File: config.mk
export PLATFORM = sky130hd
export DESIGN_NAME = fixed_integer_matvec_sequencer
export DESIGN_NICKNAME = d
export VERILOG_FILES = /design/src/rtl/fixed_matvec_pkg.sv /design/src/rtl/fixed_matvec_x_buffer.sv /design/src/rtl/fixed_integer_matvec_sequencer.sv
export SDC_FILE = /design/constraint.sdc
export NUM_CORES = 1
export LEC_CHECK = 0
export BUFFER_PORTS_ARGS = -buffer_cell sky130_fd_sc_hd__buf_4
export CORE_MARGIN = 10
export CORE_UTILIZATION = 54
export CTS_CLUSTER_SIZE = 12
export DETAILED_ROUTE_END_ITERATION = 12
export GPL_TIMING_DRIVEN = 0
export PLACE_DENSITY = 0.8
export SETUP_SLACK_MARGIN = 0.5
export SYNTH_ARGS = -nofsm -noshare
export SYNTH_HDL_FRONTEND = slang
export SYNTH_SLANG_ARGS = --single-unit
File: constraint.sdc
create_clock -name clk -period 4.9 [get_ports clk]
set_input_delay 0.98 -clock clk [delete_from_list [all_inputs] [get_ports clk]]
set_output_delay 0.98 -clock clk [all_outputs]
set_load 0.005 [all_outputs]
File: src/rtl/fixed_matvec_pkg.sv
// ============================================================================
// Module   : fixed_matvec_pkg
// Purpose  : Shared FSM state encoding and ReLU helper for the mat-vec sequencer.
// Revision : 1.0 - initial release
// ============================================================================
`default_nettype none

package fixed_matvec_pkg;

  localparam logic [2:0] c_st_idle   = 3'd0;
  localparam logic [2:0] c_st_load_x = 3'd1;
  localparam logic [2:0] c_st_load_w = 3'd2;
  localparam logic [2:0] c_st_stream = 3'd3;
  localparam logic [2:0] c_st_wait   = 3'd4;
  localparam logic [2:0] c_st_emit   = 3'd5;
  localparam logic [2:0] c_st_done   = 3'd6;

  typedef enum logic [2:0] {
    IDLE   = c_st_idle,
    LOAD_X = c_st_load_x,
    LOAD_W = c_st_load_w,
    STREAM = c_st_stream,
    WAIT   = c_st_wait,
    EMIT   = c_st_emit,
    DONE   = c_st_done
  } state_t;

  // Signed ReLU on the low (sign_pos+1) bits of value; callers keep only those bits.
  function automatic logic [63:0] relu(input logic [63:0] value, input logic [5:0] sign_pos);
    return value[sign_pos] ? 64'd0 : value;
  endfunction

endpackage

`default_nettype wire

File: src/rtl/fixed_matvec_x_buffer.sv
// ============================================================================
// Module   : fixed_matvec_x_buffer
// Purpose  : Holds the x vector as CHUNKS words; one write port, one async read port.
// Revision : 1.0 - initial release
// ============================================================================
`default_nettype none

module fixed_matvec_x_buffer
  import fixed_matvec_pkg::*;
#(
  parameter int CHUNKS = 5,
  parameter int WIDTH  = 32,
  parameter int IDX_W  = 4
) (
  input  logic             clk,
  input  logic             wr_en,
  input  logic [IDX_W-1:0] wr_idx,
  input  logic [WIDTH-1:0] wr_data,
  input  logic [IDX_W-1:0] rd_idx,
  output logic [WIDTH-1:0] rd_data
);

  // Storage is deliberately unreset: x is always fully rewritten before it is read.
  logic [WIDTH-1:0] r_mem [CHUNKS];

  always_ff @(posedge clk) begin
    if (wr_en) begin
      r_mem[wr_idx] <= wr_data;
    end
  end

  assign rd_data = r_mem[rd_idx];

endmodule

`default_nettype wire

File: src/rtl/fixed_integer_matvec_sequencer.sv
// ============================================================================
// Module   : fixed_integer_matvec_sequencer
// Purpose  : Drives a fixed-integer dot-product unit to compute y = W*x row by row.
//            Optional FIXED_MATVEC_RELU_EN applies a signed ReLU at result capture.
// Revision : 1.0 - initial release
// ============================================================================
`default_nettype none

module fixed_integer_matvec_sequencer
  import fixed_matvec_pkg::*;
#(
  parameter int BITS   = 16,
  parameter int LENGTH = 10,
  parameter int MULTS  = 2,
  parameter int ROWS   = 4,
  localparam int ROW_W = (ROWS > 1) ? $clog2(ROWS) : 1
) (
  input  logic                  clk,
  input  logic                  rstn,
  input  logic                  start,
  output logic                  busy,
  output logic                  done,
  output logic                  err,
  input  logic                  x_valid,
  output logic                  x_ready,
  input  logic [MULTS*BITS-1:0] x_data,
  input  logic                  w_valid,
  output logic                  w_ready,
  input  logic [MULTS*BITS-1:0] w_data,
  output logic                  dp_load_a,
  output logic [MULTS*BITS-1:0] dp_vector_a_in,
  output logic                  dp_in_valid,
  output logic [MULTS*BITS-1:0] dp_vector_b,
  input  logic                  dp_out_valid,
  input  logic [BITS-1:0]       dp_c,
  output logic                  r_valid,
  input  logic                  r_ready,
  output logic [BITS-1:0]       r_data,
  output logic [ROW_W-1:0]      r_row
);

  localparam int CHUNKS = LENGTH / MULTS;
  localparam int CNT_W  = $clog2(CHUNKS) + 1;
  localparam int VEC_W  = MULTS * BITS;
  localparam logic [CNT_W-1:0] c_last_chunk = CNT_W'(CHUNKS - 1);
  localparam logic [ROW_W-1:0] c_last_row   = ROW_W'(ROWS - 1);

  generate
    if (LENGTH % MULTS != 0) begin : g_bad_cfg
      $error("fixed_integer_matvec_sequencer: LENGTH must be a multiple of MULTS");
    end
  endgenerate

  state_t            r_state;
  state_t            w_next;
  logic [CNT_W-1:0]  r_chunk;
  logic [ROW_W-1:0]  r_row_cnt;
  logic              r_err;
  logic              w_start, w_x_beat, w_w_beat, w_s_beat, w_beat;
  logic              w_chunk_last, w_capture, w_accept, w_spurious;
  logic [CNT_W-1:0]  w_rd_idx;
  logic [VEC_W-1:0]  w_rd_data;
  logic [BITS-1:0]   w_result;

  assign w_start      = (r_state == IDLE) && start;
  assign w_x_beat     = (r_state == LOAD_X) && x_valid;
  assign w_w_beat     = (r_state == LOAD_W) && w_valid;
  assign w_s_beat     = (r_state == STREAM);
  assign w_beat       = w_x_beat || w_w_beat || w_s_beat;
  assign w_chunk_last = (r_chunk == c_last_chunk);
  assign w_capture    = (r_state == WAIT) && dp_out_valid;
  assign w_accept     = (r_state == EMIT) && r_ready;
  assign w_spurious   = dp_out_valid && (r_state != WAIT);

  always_comb begin
    w_next = r_state;
    case (r_state)
      IDLE:    if (start) w_next = LOAD_X;
      LOAD_X:  if (w_x_beat && w_chunk_last) w_next = LOAD_W;
      LOAD_W:  if (w_w_beat && w_chunk_last) w_next = STREAM;
      STREAM:  if (w_chunk_last) w_next = WAIT;
      WAIT:    if (dp_out_valid) w_next = EMIT;
      EMIT:    if (r_ready) w_next = (r_row_cnt == c_last_row) ? DONE : LOAD_W;
      DONE:    w_next = IDLE;
      default: w_next = IDLE;
    endcase
  end

  always_ff @(posedge clk or negedge rstn) begin
    if (!rstn) begin
      r_state   <= IDLE;
      r_chunk   <= '0;
      r_row_cnt <= '0;
      r_err     <= 1'b0;
      r_data    <= '0;
      r_row     <= '0;
    end else begin
      r_state <= w_next;
      if (w_start) begin
        r_chunk <= '0;
      end else if (w_beat) begin
        r_chunk <= w_chunk_last ? '0 : r_chunk + 1'b1;
      end
      if (w_start) begin
        r_row_cnt <= '0;
      end else if (w_accept) begin
        r_row_cnt <= (r_row_cnt == c_last_row) ? '0 : r_row_cnt + 1'b1;
      end
      r_err <= (r_err && !w_start) || w_spurious;
      if (w_capture) begin
        r_data <= w_result;
        r_row  <= r_row_cnt;
      end
    end
  end

`ifdef FIXED_MATVEC_RELU_EN
  logic [63:0] w_relu_full;
  assign w_relu_full = relu(64'(dp_c), 6'(BITS - 1));
  assign w_result    = w_relu_full[BITS-1:0];
`else
  assign w_result = dp_c;
`endif

  // The dp A register holds the last-loaded chunk at position 0, so x is replayed backwards.
  assign w_rd_idx = c_last_chunk - r_chunk;

  fixed_matvec_x_buffer #(
    .CHUNKS (CHUNKS),
    .WIDTH  (VEC_W),
    .IDX_W  (CNT_W)
  ) u_x_buffer (
    .clk     (clk),
    .wr_en   (w_x_beat),
    .wr_idx  (r_chunk),
    .wr_data (x_data),
    .rd_idx  (w_rd_idx),
    .rd_data (w_rd_data)
  );

  assign busy           = (r_state != IDLE);
  assign done           = (r_state == DONE);
  assign err            = r_err;
  assign x_ready        = (r_state == LOAD_X);
  assign w_ready        = (r_state == LOAD_W);
  assign dp_load_a      = w_w_beat;
  assign dp_vector_a_in = w_data;
  assign dp_in_valid    = w_s_beat;
  assign dp_vector_b    = w_s_beat ? w_rd_data : '0;
  assign r_valid        = (r_state == EMIT);

endmodule

`default_nettype wire

==> results of run 1 <==
[per-layer routing]
layer | part of all wire | global-route usage | wire length (um) | up-vias
met5 | 0 | 0 | 0 | -
li1 | - | - | - | 2059
met1 | 0.40 | 0.219 | 7130 | 2278
met3 | 0.086 | 0.0602 | 1530 | 23
met2 | 0.50 | 0.301 | 8830 | 207
met4 | 0.016 | 0.0592 | 276 | 0
[final timing paths]
check | endpoint | slack [ns] | cells past startpoint
worst min register to register | r_data[13] | 0.51 | 1
min in group clk | r_data[13] | 0.51 | 1
worst max-delay path | dp_vector_b[22] | 0.85 | 8
worst max register to register | u_x_buffer.r_mem[2][10] | 2.46 | 3
worst min-delay path | r_data[0] | 0.47 | 1
max in group asynchronous | r_data[9] | 4.16 | 1
[cells by family after synthesis]
| group | count (synthesis) |
|---|---|
| buffers and inverters | 62 |
| adder cells (fa/ha/maj) | 3 |
| multiplexers | 52 |
| flip-flops | 188 |
| AND/OR/NAND/NOR | 103 |
| XOR/XNOR | 2 |
| AO/OA/AOI/OAI | 53 |
[final cells by class]
| class | count | area (sq um) |
|---|---|---|
| clock buffer | 17 | 425 |
| tap | 180 | 225 |
| timing repair buffer | 149 | 1160 |
| sequential | 188 | 5510 |
| clock inverter | 15 | 130 |
| buffer | 56 | 388 |
| inverter | 6 | 22.5 |
| multi-input combinational | 213 | 1850 |
| fill | 943 | 4230 |
[worst max-delay path, stage by stage (launching register included)]
cell      delay (ns)
dfrtp_1         0.42
buf_2           0.32
inv_1           0.12
ha_1            0.30
xnor2_1         0.44
clkbuf_1        0.52
nand2_1         0.10
a21oi_1         0.25
buf_4           0.17
[where the power goes]
group          switching [mW]  internal (mW)
logic                    1.11          0.956
clock network           0.556          0.738
registers              0.0995           2.02
total                    1.76           3.71
[synthesized netlist by cell type, drive strengths merged (2+ instances only)]
| cell | instances |
|---|---|
| edfxtp | 160 |
| nor2b | 2 |
| and3 | 2 |
| and2 | 3 |
| ha | 3 |
| inv | 6 |
| dfrtp | 28 |
| clkbuf | 5 |
| a21oi | 34 |
| nand3 | 3 |
| nor3 | 3 |
| mux4 | 32 |
| nor2 | 6 |
| and3b | 2 |
| o21ai | 9 |
| nor4 | 3 |
| nand2 | 74 |
| buf | 51 |
| mux2 | 19 |
[registers in the layout, summed over array words and instances, names as in the netlist]
register and cells:
r_chunk 4, u_x_buffer.r_mem 160, r_state 3, err 1
r_row_cnt 2, r_data 16, r_row 2
==> results.ini, run 1 <==
[finish]
finalInstanceArea_sq_um = 9700
diodes = 0
fin_util = 0.696
final_common_cell = buf_4
final_net_count = 721
areaGrowthSynthToFinish_pct = 25.6
drive_above_1_share = 0.444
final_cell_mix = buf_4 (177), edfxtp_1 (160), nand2_1 (74)
instances_no_fill = 824

[global_routing]
overflow = 0
grt.total_usage = 0.181
grt_pass1_wl_mm = 27.4
grt_max_degree = 33
antenna_found_initial = 0
grt_pass1_vias = 4935

[die]
die-width_um = 140
ios = 177
num_rows = 43
die_h_um = 140
die_area_sq_um = 19500
initial_utilization = 0.555
core_sq_um = 13900

[timing]
timing.final.ws_setup_ns = 0.852
fin_skew_ns = 0.00792
setup_viol = 0
fin_hold_ws_ns = 0.465
slew_violations = 0
fin_crit_ns = 4.05
slew_headroom = 0.389
grt_setup_unrepaired = no
fmax_mhz = 247
worst_pin_slew_ns = 0.916
finalCritPeriodShare = 0.826
finalSetupTns_ns = 0
hold_viol = 0

[yosys]
yosysTopAreaCellShare = 0.622
synthAdderAreaFrac = 0.00486
synthArstFlopShare = 0.149
synth_mux_area_frac = 0.127
synth_top_family_by_area = multiplexers
synth.ff_latch_count = 188
synth.distinct_cells = 41
synth_edf_count = 160
synth_compound_area_frac = 0.0403
syn_inst = 463
synth_nets = 553
synthSimpleGateAreaFrac = 0.0601
syn_area_per_cell_sq_um = 16.7
synth_warnings = 0
yosysTopAreaCell = edfxtp_1
synthXorXnorAreaFrac = 0.00227
ys.flop_type = edfxtp_1
netlist_area_sq_um = 7730
synth.area.top_cells = edfxtp_1 (62%), mux4_2 (9.3%), dfrtp_1 (9.1%)
synth_seq_area_share = 0.712

[placed_design]
gp_congestion = 0.831
placedCellCount = 792
pre_cts_ws_ns = 1.35
dpl.hpwl_mm = 12.1
portBuffers = 144
placed_area_sq_um = 9150

[worst_setup_path]
cp-startpoint = r_chunk[0]
path_class = register to output port
critPathLaunchType = register
end_kind = output port
r2r_start = r_state[1]
critPathMaxFanout = 10
worstPathArrival_ns = 3.07
worstPathRequired_ns = 3.92

[clock_network]
cts.sinks = 188
cts_buffer_depth = 2
cts_buffers = 17
worstSkewPairLatency_ns = 0.43
cts_hold_buffers = 0
cts_setup_buffers = 0
clkTransAtPathRegs_ns = 0.06
root_buffer = clkbuf_16
ctsHtreeMaxLevel = 4
cts_resized = 0
cts_tree = done

[routing]
drc = 0
drt-total-wl_mm = 17.8
drtAntennaViolNets = 0
vias_per_cell = 5.54
dr_total_vias = 4567
detail_route.wl_per_cell_um = 21.6
dr.pass1.iters = 5
drt_iter0_markers = 281

[worst_hold_path]
min_path_type = input pin to asynchronous set/reset pin

[power_and_ir_drop]
power.density_nw_per_um2 = 565
power_mw = 5.48
ir_worst_vdd_uv = 364
power.leakage_nw = 3.76

[flow_run]
drv_cap = 0

[run_status]
status = completed

Note: power is estimated with default switching activity, not from simulation.
==> run 2: changes to the inputs <==
Clock period 4.9 ns to 4 ns, I/O delays scaled along.
==> run 2 against run 1 <==
Against the previous run:
- utilization up 0.35 points
- register-to-register slack lost 0.89 ns
- sequential cell count unchanged
- total power grew 24%
- sequential power is 23% higher
- clock power is 23% higher
- largest cell class unchanged
==> results.ini, run 2 (synthesis results as in run 1) <==
[timing]
worst_pin_slew_ns = 0.931
hold_viol = 0
fin_skew_ns = 0.00689
slew_violations = 0
finalSetupTns_ns = 0
setup_viol = 0
finalCritPeriodShare = 0.848
fmax_mhz = 295
slew_headroom = 0.379
grt_setup_unrepaired = no
fin_crit_ns = 3.39

[worst_setup_path]
cp_slowest_stage_delay_ns = 0.54
cp_common_cell = buf_4
worstPathRequired_ns = 3.20
path_class = register to output port
slowest_stage = dfrtp_1
r2r_start = r_state[1]
end_kind = output port
reg2reg_to = u_x_buffer.r_mem[2][8]
critPathLaunchType = register
reg2reg_slack_ns = 1.57
cp.depth = 8
path_delay_family = buffers and inverters
cp-startpoint = r_chunk[1]
critPathMaxFanout = 10
cp_cell_sequence = inv_1 > ha_2 > clkbuf_2 > buf_4 > mux4_2 > nand2_1 > a21oi_1 > buf_4
critPathBufInv = 4
worstRegToRegCells = 3
worstPathArrival_ns = 2.59

[run_status]
status = completed

[routing]
drt-total-wl_mm = 17.9
dr.pass1.iters = 5
routed-wl-met3_mm = 1.53
drt-met1-wl_mm = 7.16
routed.top_layer = met4
drtAntennaViolNets = 0
vias_per_cell = 5.60
drc = 0
dr_wl_met2_mm = 8.90
detail_route.wl_per_cell_um = 21.7
drt_iter0_markers = 301
dr_total_vias = 4618

[power_and_ir_drop]
ir_worst_vdd_uv = 484
power.density_nw_per_um2 = 698
power.leakage_nw = 3.78
power_mw = 6.80

[clock_network]
cts_hold_buffers = 0
cts_tree = done
cts_buffer_depth = 2
worstSkewPairLatency_ns = 0.43
root_buffer = clkbuf_16
clkTransAtPathRegs_ns = 0.06
cts_buffers = 17
cts.sinks = 188
ctsHtreeMaxLevel = 4

[global_routing]
overflow = 0
grt_pass1_vias = 4935
grt_pass1_wl_mm = 27.5
grt.total_usage = 0.182
grt_max_degree = 33
antenna_found_initial = 0

[die]
num_rows = 43
die-width_um = 140
core_sq_um = 13900
ios = 177
initial_utilization = 0.555
die_area_sq_um = 19500
die_h_um = 140

[finish]
final_cell_mix = buf_4 (181), edfxtp_1 (160), nand2_1 (74)
drive_above_1_share = 0.455
regArea_sq_um = 5510
largest-register = u_x_buffer.r_mem
multi_input_area_sq_um = 1870
largest_reg_flops = 160
diodes = 0
final_common_cell = buf_4
areaGrowthSynthToFinish_pct = 26.2
finalInstanceArea_sq_um = 9750
top_regs = u_x_buffer.r_mem (160), r_data (16), r_chunk (4)
num-fill-cells = 937
final_net_count = 721

[flow_run]
drv_cap = 0

[placed_design]
placed_area_sq_um = 9150
dpl.hpwl_mm = 12.1
portBuffers = 144
gp_congestion = 0.831

[worst_hold_path]
min_path_type = input pin to asynchronous set/reset pin

run 2: cell count changes in the layout (fill, tap and decap cells not counted), moves of 2 or more:
cell      delta
clkbuf_1     -3
buf_2        -7
buf_4        +4
clkbuf_2     +2
clkbuf_4     +3
run 2: layout make-up:
type	instances	area share
timing repair buffer	149	0.119
multi-input combinational	213	0.191
clock inverter	15	0.0133
sequential	188	0.564
tap	180	0.0231
inverter	6	0.00231
buffer	56	0.0426
clock buffer	17	0.0436
run 2: metrics by stage:
step / setup WS, ns / std cells / hold WS (ns) / util
final: 0.606 / 824 / 0.286 / 0.700
after global routing: 0.523 / 824 / 0.303 / 0.700
after CTS: 0.505 / 824 / 0.281 / 0.699
after detailed placement: 0.625 / 792 / 0.494 / 0.657
after global placement: -0.688 / 787 / 0.492 / 0.649
after floorplan: 0.825 / 463 / 0.470 / -
run 2: how the worst max path moves through the flow:
| stage | end | slack, ns |
|---|---|---|
| floorplan | u_x_buffer.r_mem[4][0] | 0.82 |
| global placement | u_x_buffer.r_mem[4][27] | -0.69 |
| detailed placement | dp_vector_b[13] | 0.63 |
| CTS | dp_vector_b[31] | 0.50 |
| global route | dp_vector_b[13] | 0.52 |
| finish | dp_vector_b[13] | 0.61 |
run 2: routing by layer:
layer / vias to the layer above / GRT usage
met3: 25 / 0.0602
met5: - / 0
li1: 2059 / -
met1: 2307 / 0.220
met2: 227 / 0.302
met4: 0 / 0.0625
run 2: timing repair:
item | in CTS | in global routing
pin swaps | 0 | 1
setup endpoints to repair | 31 | 27
gates cloned | 0 | 0
gates resized for setup | 10 | 7
setup buffers | 0 | 0
run 2: worst register-to-register path, stage by stage, from the launching register on:
cell	delay, ns
dfrtp_1	0.44
buf_2	0.22
nor4_1	0.48
and3_2	0.90
run 2: where the power goes:
part	switching (mW)	internal, mW	leakage [nW]
Combinational	1.39	1.23	1.70
Clock	0.683	0.904	0.266
Sequential	0.124	2.47	1.81
Total	2.19	4.61	3.78
